## src/rtl/tpm_txn_sequencer.sv

```systemverilog
// rtl/tpm_txn_sequencer.sv - sequences init pulses to the MAIN and PRIV AXI masters and collects status
module tpm_txn_sequencer #(
  parameter int INIT_PULSE_CYCLES = 2,
  parameter int TMO_W             = 16
) (
  input  logic             ACLK,
  input  logic             ARESETN,
  input  logic             start,
  input  logic [1:0]       port_en,
  input  logic [TMO_W-1:0] timeout_cycles,
  output logic             TPM_TO_MAIN_INIT_AXI_TXN,
  input  logic             TPM_TO_MAIN_TXN_DONE,
  input  logic             TPM_TO_MAIN_ERROR,
  output logic             TPM_TO_PRIV_INIT_AXI_TXN,
  input  logic             TPM_TO_PRIV_TXN_DONE,
  input  logic             TPM_TO_PRIV_ERROR,
  output logic             busy,
  output logic             seq_done,
  output logic [3:0]       status
);

  typedef enum logic [2:0] {
    IDLE      = 3'd0,
    MAIN_INIT = 3'd1,
    MAIN_WAIT = 3'd2,
    PRIV_INIT = 3'd3,
    PRIV_WAIT = 3'd4,
    DONE      = 3'd5
  } state_t;

  localparam logic [3:0]       PULSE_LAST = 4'(INIT_PULSE_CYCLES - 1);
  localparam logic [TMO_W-1:0] WCNT_MAX   = {TMO_W{1'b1}};

  state_t           state;
  state_t           state_nxt;
  logic [1:0]       en_q;
  logic [TMO_W-1:0] tmo_q;
  logic [3:0]       pcnt;
  logic [TMO_W-1:0] wcnt;
  logic             main_done_q;
  logic             priv_done_q;
  logic             hit_q;

  logic main_edge;
  logic priv_edge;
  logic in_main;
  logic in_init;
  logic in_wait;
  logic cur_edge;
  logic pulse_last;
  logic tmo_hit;
  logic wait_exit;
  logic start_ok;

  // done edges are taken against the registered level so a level already high at entry never counts
  assign main_edge  = TPM_TO_MAIN_TXN_DONE & ~main_done_q;
  assign priv_edge  = TPM_TO_PRIV_TXN_DONE & ~priv_done_q;
  assign in_main    = (state == MAIN_INIT) || (state == MAIN_WAIT);
  assign in_init    = (state == MAIN_INIT) || (state == PRIV_INIT);
  assign in_wait    = (state == MAIN_WAIT) || (state == PRIV_WAIT);
  assign cur_edge   = in_main ? main_edge : priv_edge;
  assign pulse_last = (pcnt == PULSE_LAST);
  assign tmo_hit    = (tmo_q != '0) && (wcnt == tmo_q - TMO_W'(1));
  // an edge seen during the pulse (hit_q) completes in the first wait cycle
  assign wait_exit  = hit_q | cur_edge | tmo_hit;
  assign start_ok   = (state == IDLE) && start;

  // state register
  always_ff @(posedge ACLK or negedge ARESETN) begin
    if (!ARESETN) state <= IDLE;
    else          state <= state_nxt;
  end

  // next-state selection
  always_comb begin
    state_nxt = state;
    case (state)
      IDLE: begin
        if (start) begin
          if (port_en == 2'b00) state_nxt = DONE;
          else if (port_en[0])  state_nxt = MAIN_INIT;
          else                  state_nxt = PRIV_INIT;
        end
      end
      MAIN_INIT: if (pulse_last) state_nxt = MAIN_WAIT;
      MAIN_WAIT: if (wait_exit)  state_nxt = en_q[1] ? PRIV_INIT : DONE;
      PRIV_INIT: if (pulse_last) state_nxt = PRIV_WAIT;
      PRIV_WAIT: if (wait_exit)  state_nxt = DONE;
      DONE:                      state_nxt = IDLE;
      default:                   state_nxt = IDLE;
    endcase
  end

  // latched request, pulse/wait counters, done copies and pending-completion flag
  always_ff @(posedge ACLK or negedge ARESETN) begin
    if (!ARESETN) begin
      en_q        <= 2'b00;
      tmo_q       <= '0;
      pcnt        <= 4'd0;
      wcnt        <= '0;
      main_done_q <= 1'b0;
      priv_done_q <= 1'b0;
      hit_q       <= 1'b0;
    end else begin
      main_done_q <= TPM_TO_MAIN_TXN_DONE;
      priv_done_q <= TPM_TO_PRIV_TXN_DONE;
      if (start_ok) begin
        en_q  <= port_en;
        tmo_q <= timeout_cycles;
      end
      if (in_init && !pulse_last) pcnt <= pcnt + 4'd1;
      else                        pcnt <= 4'd0;
      if (in_wait && (state_nxt == state)) begin
        if (wcnt != WCNT_MAX) wcnt <= wcnt + TMO_W'(1);
      end else begin
        wcnt <= '0;
      end
      hit_q <= in_init & (hit_q | cur_edge);
    end
  end

  // status capture: error at the done edge, timeout only when no completion in that cycle
  always_ff @(posedge ACLK or negedge ARESETN) begin
    if (!ARESETN) begin
      status <= 4'b0000;
    end else if (start_ok) begin
      status <= 4'b0000;
    end else begin
      case (state)
        MAIN_INIT: if (main_edge) status[0] <= TPM_TO_MAIN_ERROR;
        MAIN_WAIT: begin
          if (main_edge)                status[0] <= TPM_TO_MAIN_ERROR;
          else if (!hit_q && tmo_hit)   status[1] <= 1'b1;
        end
        PRIV_INIT: if (priv_edge) status[2] <= TPM_TO_PRIV_ERROR;
        PRIV_WAIT: begin
          if (priv_edge)                status[2] <= TPM_TO_PRIV_ERROR;
          else if (!hit_q && tmo_hit)   status[3] <= 1'b1;
        end
        default: ;
      endcase
    end
  end

  // registered outputs aligned with the state they belong to
  always_ff @(posedge ACLK or negedge ARESETN) begin
    if (!ARESETN) begin
      TPM_TO_MAIN_INIT_AXI_TXN <= 1'b0;
      TPM_TO_PRIV_INIT_AXI_TXN <= 1'b0;
      busy                     <= 1'b0;
      seq_done                 <= 1'b0;
    end else begin
      TPM_TO_MAIN_INIT_AXI_TXN <= (state_nxt == MAIN_INIT);
      TPM_TO_PRIV_INIT_AXI_TXN <= (state_nxt == PRIV_INIT);
      busy                     <= (state_nxt == MAIN_INIT) || (state_nxt == MAIN_WAIT) ||
                                  (state_nxt == PRIV_INIT) || (state_nxt == PRIV_WAIT);
      seq_done                 <= (state == DONE);
    end
  end

endmodule

```

## config.mk

```make
export PLATFORM = sky130hd
export DESIGN_NAME = tpm_txn_sequencer
export DESIGN_NICKNAME = d
export VERILOG_FILES = /design/src/rtl/tpm_txn_sequencer.sv
export SDC_FILE = /design/constraint.sdc
export NUM_CORES = 1
export LEC_CHECK = 0
export BUFFER_PORTS_ARGS = -buffer_cell sky130_fd_sc_hd__buf_4
export CORE_ASPECT_RATIO = 1.75
export CORE_MARGIN = 8
export CORE_UTILIZATION = 50
export DETAILED_ROUTE_END_ITERATION = 8
export HOLD_SLACK_MARGIN = 0.05
export PLACE_DENSITY_LB_ADDON = 0.08
export SYNTH_ARGS = -nofsm -noshare
export SYNTH_HDL_FRONTEND = slang
export SYNTH_SLANG_ARGS = --single-unit
```

## constraint.sdc

```tcl
create_clock -name ACLK -period 7.5 [get_ports ACLK]
set_input_delay 1.5 -clock ACLK [delete_from_list [all_inputs] [get_ports ACLK]]
set_output_delay 1.5 -clock ACLK [all_outputs]
set_load 0.01 [all_outputs]
```

==> flow_summary_export.csv, run 1 <==
group,metric,value,unit
setup_path,worst-path-buf-inv,2,
synth,async_flop_share,100,%
finish,final_cell_mix,"nand2_1, dfrtp_1, buf_4, nor2_1, xor2_1",
setup_path,timing.rr.start,"tmo_q[0]",
placed_design,hpwl,5.05,mm
finish,final_cells,414,
sta,worst_slew_pin_slew,0.711,ns
synth,synth-simple-area-share,28.1,%
placed_design,pre_cts_slack,4.27,ns
sta,rsz0062_at_grt,"false",
sta,skew,0.00466,ns
finish,syn_to_final_growth,15.3,%
synth,postSynthAreaPerCell,9.20,um^2
finish,seq_area,0.00128,mm^2
sta,tns,0,ns
grt,track_usage,17.3,%
placed_design,routabilityCongestion,0.912,
synth,synth_fp_nets,335,
setup_path,crit_path_start,"tmo_q[0]",
grt,grt_pass1_vias,2378,
floorplanning,die_y,115,um
detailed_routing,ant_nets,0,
synth,syn_inst,306,
sta,maxSlewHeadroom,52.1,%
power_and_ir_drop,ir_drop,223,uV
setup_path,crit_slowest_cell,"or4_1",
finish,multi_input_area,0.00148,mm^2
sta,worst_slack,4.39,ns
finish,diodes,0,
clock_network,cts_tree,"built",
detailed_routing,routed_via_density,5.40,
setup_path,crit_path_max_fanout,5,
power_and_ir_drop,internal-power,0.644,mW
synth,synth_mux_area_share,1.07,%
sta,min_period,3.11,ns
synth,synthFlopType,"dfrtp_1",
setup_path,rr_endpoint,"TPM_TO_MAIN_INIT_AXI_TXN",
synth,synth_compound_area_share,11.1,%
finish,nets,366,
detailed_routing,routed-via-count,2237,
sta,hold_viol,0,
flow_run,cap_violations,0,
clock_network,ctsResizeCount,0,
clock_network,clk_pin_slew_worst_paths,0.09,ns
power_and_ir_drop,power.clock.fraction,18.3,%
power_and_ir_drop,leakage,1.47,nW
power_and_ir_drop,power.switching,0.445,mW
setup_path,cp_cell_sequence,"inv_1 > ha_1 > nor4b_4 > xnor2_1 > or4_1 > a222oi_1 > nor4b_2 > a21oi_2 > o21ai_1 > inv_1 > nor3_1",
power_and_ir_drop,swShare,40.9,%
grt,antenna_found_initial,0,
setup_path,reg2reg_depth,11,
floorplanning,initial_core_util,51.2,%
synth,netlist_area,0.00281,mm^2
grt,grt-ovfl-total,0,
floorplanning,fp.dieArea,0.00838,mm^2
worst_hold_path,min-delay-start,"pcnt[0]",
setup_path,end_kind,"flop",
sta,hold_ws,0.514,ns
finish,n_fill_cell,508,
finish,final_util,59.1,%
clock_network,clock_path_buffers,2,
clock_network,cts_hold_buf,0,
detailed_routing,wirelength,6.53,mm
synth,synthXorXnorAreaFrac,10.3,%
floorplanning,core_area,0.00550,mm^2
detailed_routing,drcViolationCount,0,
finish,layout_commonest_cell,"nand2_1",
detailed_routing,drtIter0Drc,108,
grt,grt_max_degree,52,
status,status,"completed",
setup_path,critPathArrivalTime,3.32,ns
power_and_ir_drop,seqPwrFrac,40.9,%
clock_network,clock-sinks,51,
floorplanning,die_x,72.7,um
sta,min_period_over_period,41.5,%
worst_hold_path,hold_depth,1,
sta,clock.fmax,0.322,GHz
synth,synth-seq-area-share,45.4,%
sta,maxSlewViolCount,0,
detailed_routing,avgRoutedWirePerCell,15.8,um
setup_path,max_stage_delay,0.45,ns
synth,yosysUniqueCellTypes,53,
setup_path,worstPathRequired,7.71,ns
setup_path,crit_family,"simple AND/OR/NAND/NOR gates",
synth,synth_top_family_by_area,"simple AND/OR/NAND/NOR gates",
setup_path,path_common_cell,"inv_1",
setup_path,cp-start-kind,"flop",
synth,synth_adder_area_share,1.78,%
detailed_routing,drt-pass1-iter-count,4,
synth,synth_edf_count,0,
placed_design,dp.cells,406,
clock_network,clkLatencyLatePin,0.32,ns
setup_path,path_class,"reg -> reg",
clock_network,cts_setup_buffers,0,
worst_hold_path,hold_end,"pcnt[0]",
floorplanning,fp-row-count,36,
floorplanning,pin_count,33,
worst_hold_path,hold_class,"reg -> reg",
finish,drive_gt1_share,14.8,%
power_and_ir_drop,combPwrFrac,40.8,%
clock_network,cts_buffers,5,
power_and_ir_drop,p_per_area,335,mW/mm^2
clock_network,ctsHtreeMaxLevel,2,
placed_design,io_buffers,32,
grt,grt_pass1_wl,11.3,mm
setup_path,rrSetupSlack,4.39,ns
clock_network,cts-root-buf,"clkbuf_8",
synth,yosys_warnings,0,
sta,final-setup-viol-count,0,
synth,synth_seq_cells,51,
[per-stage QoR]
| step | total power, mW | instance area, um^2 |
|---|---|---|
| after floorplan | 0.758 | 2810 |
| after global placement | 0.891 | 3130 |
| after detailed placement | 0.897 | 3130 |
| after CTS | 1.10 | 3250 |
| after global routing | 1.18 | 3250 |
| final | 1.09 | 3250 |
[metal layers]
metal	global-route usage (%)	wire (um)	vias up
li1	-	-	1125
met1	17.3	2500	1068
met2	32.8	3730	36
met3	3.49	184	8
met4	7.12	110	0
met5	0	0	-
[how the worst max path moves through the flow]
stage	slack, ns	endpoint	cells past startpoint
floorplan	4.72	busy	7
global placement	4.25	TPM_TO_MAIN_INIT_AXI_TXN	6
detailed placement	4.27	TPM_TO_MAIN_INIT_AXI_TXN	6
CTS	4.37	TPM_TO_MAIN_INIT_AXI_TXN	11
global route	4.13	TPM_TO_MAIN_INIT_AXI_TXN	11
finish	4.39	TPM_TO_MAIN_INIT_AXI_TXN	11
[layout make-up]
type,count,area share [%]
Multi-Input combinational cell,238,45.6
Sequential cell,51,39.3
Inverter,8,0.925
Tap cell,76,2.93
Clock buffer,6,2.54
Timing Repair Buffer,33,7.63
Clock inverter,2,1.08
[synthesized netlist by cell type (all sizes together) (3+ instances only)]
cell     count  share of area [%]
dfrtp       51                 45
o21ai       12                2.3
inv          8                1.1
clkbuf       6               0.80
xor2        17                5.3
and2         6                1.3
nor4b        3                1.7
a31oi        4               0.89
mux2i        3                1.1
nand2       55                7.3
and3         4               0.89
xnor2       16                5.0
nand3        9                1.6
ha           4                1.8
nand2b       6                1.3
o211ai       3               0.80
nand4        6                1.3
a21oi        8                1.6
nor2        32                4.3
buf          3               0.44
and3b        3               0.93
o2111ai      3               0.93
and4         5                1.6
nor3b        3               0.80
nor3        14                2.9
[kinds of logic (layout without fill, tap and decap cells)]
| group | Yosys count | after routing |
|---|---|---|
| xor+xnor | 33 | 33 |
| compound gates | 44 | 44 |
| mux | 3 | 3 |
| buf+inv | 17 | 49 |
| flops | 51 | 51 |
| simple gates | 154 | 154 |
| fa+ha+maj | 4 | 4 |
[state kept, by name, summed over array words and instances, names as in the netlist]
signal,count
TPM_TO_PRIV_INIT_AXI_TXN,1
en_q,1
hit_q,1
wcnt,16
tmo_q,16
pcnt,4
seq_done,1
priv_done_q,1
main_done_q,1
busy,1
status,4
state,3
TPM_TO_MAIN_INIT_AXI_TXN,1
[power groups by stage]
stage                     logic, mW  registers [mW]  clock network [mW]
after floorplan               0.332           0.426                   0
after global placement        0.442           0.449                   0
after detailed placement      0.446           0.451                   0
after CTS                     0.449           0.446               0.205
after global routing          0.502           0.458               0.216
final                         0.445           0.445               0.199
Power figures use the tool's default switching activity.
==> run 2, diff against run 1 <==
Settings changed: ABC_AREA set to 1.
Clock period 7.5 ns to 2.83 ns, I/O delays scaled along.
==> flow_summary_export.csv, run 2 <==
group,metric,value,unit
status,status,"completed",
synth,postSynthAreaPerCell,7.60,um^2
power_and_ir_drop,p_per_area,893,mW/mm^2
setup_path,crit_path_max_fanout,10,
power_and_ir_drop,leakage,1.82,nW
detailed_routing,wl_met3,144,um
detailed_routing,wirelength,7.62,mm
synth,synthXorXnorAreaFrac,5.55,%
placed_design,hpwl,5.95,mm
floorplanning,pin_count,33,
finish,syn_to_final_growth,13.9,%
clock_network,cts_buffers,5,
synth,synth_seq_cells,51,
setup_path,worst-path-buf-inv,1,
synth,yosysTopAreaCell,"dfrtp_1",
floorplanning,initial_core_util,51.4,%
synth,synth-simple-area-share,38.9,%
sta,maxSlewViolCount,0,
setup_path,end_kind,"flop",
clock_network,clkLatencyLatePin,0.32,ns
clock_network,cts_setup_buffers,0,
setup_path,cp_cell_sequence,"inv_2 > ha_1 > nand2_4 > nor2_8 > nand2_1 > nand2_1 > nand2_1 > nor2_1 > nand2_1 > nor2_2 > nand3_2 > nand2_1 > nand2_2 > nand2_4 > nand2_4 > nand3_4 > nor2_2",
floorplanning,die_y,121,um
sta,min_period,2.31,ns
setup_path,crit_path_start,"tmo_q[0]",
power_and_ir_drop,power.switching,1.52,mW
setup_path,rr_endpoint,"wcnt[5]",
clock_network,cts_tree,"built",
placed_design,pre_cts_slack,0.532,ns
clock_network,ctsHtreeMaxLevel,2,
worst_hold_path,hold_class,"in -> async",
sta,rsz0062_at_grt,"false",
setup_path,path_class,"reg -> reg",
grt,grt_max_degree,52,
detailed_routing,drcViolationCount,0,
setup_path,crit_slowest_cell,"dfrtp_1",
flow_run,cap_violations,0,
synth,yosysUniqueCellTypes,35,
sta,clock.fmax,0.432,GHz
detailed_routing,routed_via_density,5.04,
finish,final_cell_mix,"nand2_1, dfrtp_1, inv_1, nor2_1, buf_4",
setup_path,critPathArrivalTime,2.52,ns
detailed_routing,avgRoutedWirePerCell,14.3,um
sta,worst_slack,0.516,ns
grt,antenna_found_initial,0,
setup_path,reg2reg_depth,17,
sta,tns,0,ns
detailed_routing,ant_nets,0,
clock_network,clk_pin_slew_worst_paths,0.09,ns
floorplanning,fp.dieArea,0.00921,mm^2
floorplanning,core_area,0.00613,mm^2
finish,layout_commonest_cell,"nand2_1",
setup_path,worstPathRequired,3.04,ns
grt,grt-ovfl-total,0,
detailed_routing,drt-pass1-iter-count,4,
detailed_routing,wl_met2,4.33,mm
finish,diodes,0,
finish,drive_gt1_share,20.8,%
sta,final-setup-viol-count,0,
sta,min_period_over_period,81.8,%
synth,synthFlopType,"dfrtp_1",
clock_network,clock-sinks,51,
power_and_ir_drop,seqPwrFrac,35.8,%
synth,yosys_warnings,0,
synth,synth_edf_count,0,
finish,top_regs,"tmo_q x16, wcnt x16",
synth,synth-seq-area-share,40.5,%
floorplanning,die_x,76.0,um
setup_path,timing.rr.start,"tmo_q[0]",
power_and_ir_drop,power.clock.fraction,14.3,%
floorplanning,fp-row-count,38,
synth,syn_inst,415,
sta,maxSlewHeadroom,56.4,%
clock_network,clock_path_buffers,2,
grt,track_usage,17.2,%
sta,worst_slew_pin_slew,0.653,ns
detailed_routing,highest_layer,"met4",
finish,nets,481,
setup_path,max_stage_delay,0.40,ns
synth,netlist_area,0.00315,mm^2
synth,synth_fp_nets,444,
synth,synth_adder_area_share,1.59,%
sta,hold_viol,0,
synth,async_flop_share,100,%
clock_network,ctsResizeCount,0,
synth,synth_top_family_by_area,"simple AND/OR/NAND/NOR gates",
grt,grt_pass1_vias,2828,
setup_path,path_depth,17,
detailed_routing,wl_met1,2.82,mm
synth,synth.area.top_cells,"dfrtp_1, nand2_1, inv_1",
clock_network,cts-root-buf,"clkbuf_8",
setup_path,crit_family,"simple AND/OR/NAND/NOR gates",
grt,grt_pass1_wl,12.8,mm
power_and_ir_drop,combPwrFrac,49.9,%
synth,yosysMostFrequentCell,"nand2_1",
power_and_ir_drop,swShare,47.4,%
detailed_routing,routed-via-count,2685,
placed_design,io_buffers,32,
placed_design,placement.cell_area,0.00349,mm^2
setup_path,cp-start-kind,"flop",
setup_path,path_common_cell,"nand2_1",
sta,skew,0.00761,ns
synth,ys_top_cells_by_count,"nand2_1, dfrtp_1, inv_1",
finish,final_cells,533,
power_and_ir_drop,internal-power,1.69,mW
detailed_routing,drtIter0Drc,97,
placed_design,routabilityCongestion,0.867,
power_and_ir_drop,ir_drop,732,uV
synth,synth_compound_area_share,6.11,%
synth,synth_mux_area_share,0.317,%
synth,synth_top_area_share,40.5,%
finish,fin_area,0.00359,mm^2
clock_network,cts_hold_buf,0,
setup_path,endpoint,"wcnt[5]",
placed_design,dp.cells,525,
setup_path,rrSetupSlack,0.52,ns
finish,final_util,58.6,%
[run 2: worst min path at each step]
stage          slack, ns       from                       end
2_1_floorplan       0.27    ARESETN  TPM_TO_MAIN_INIT_AXI_TXN
3_3_place_gp        0.48  status[1]                 status[1]
3_5_place_dp        0.48  status[1]                 status[1]
4_1_cts             0.30    ARESETN                  tmo_q[4]
5_1_grt             0.33    ARESETN                  tmo_q[3]
6_report            0.28    ARESETN                  tmo_q[4]
[run 2: cells by family after synthesis]
family                   count (synthesis)
AND/OR/NAND/NOR                        245
buffers and inverters                   59
flip-flops                              51
AO/OA/AOI/OAI                           35
XOR/XNOR                                20
adder cells (fa/ha/maj)                  4
multiplexers                             1
[run 2: routing by layer]
layer | up-vias | GRT usage (%)
met1 | 1236 | 15.8
met4 | 0 | 9.75
li1 | 1390 | -
met5 | - | 0
met3 | 21 | 2.74
met2 | 38 | 34.2
[run 2: area by class of cell]
class                           instances  area [um^2]
Clock buffer                            6         82.6
Multi-Input combinational cell        305         1660
Sequential cell                        51         1280
Fill cell                             585         2540
Inverter                               55          206
Timing Repair Buffer                   34          255
Clock inverter                          2         16.3
Tap cell                               80          100
[run 2: per-stage QoR]
stage,hold slack [ns],power [mW]
after global routing,0.333,3.49
after floorplan,0.270,2.36
after global placement,0.481,2.75
final,0.280,3.21
after CTS,0.297,3.25
after detailed placement,0.482,2.78
[run 2: worst reg2reg max path, stage by stage, from the launching register on]
cell,delay (ns)
dfrtp_1,0.40
inv_2,0.10
ha_1,0.28
nand2_4,0.11
nor2_8,0.16
nand2_1,0.07
nand2_1,0.07
nand2_1,0.05
nor2_1,0.08
nand2_1,0.06
nor2_2,0.09
nand3_2,0.13
nand2_1,0.10
nand2_2,0.06
nand2_4,0.09
nand2_4,0.10
nand3_4,0.20
nor2_2,0.06
[run 2: power by group through the flow]
| stage | Sequential [mW] | Clock (mW) | Combinational [mW] |
|---|---|---|---|
| floorplan | 1.12 | 0 | 1.24 |
| global placement | 1.16 | 0 | 1.59 |
| detailed placement | 1.16 | 0 | 1.61 |
| CTS | 1.15 | 0.473 | 1.63 |
| finish | 1.15 | 0.460 | 1.60 |
| global route | 1.17 | 0.493 | 1.83 |
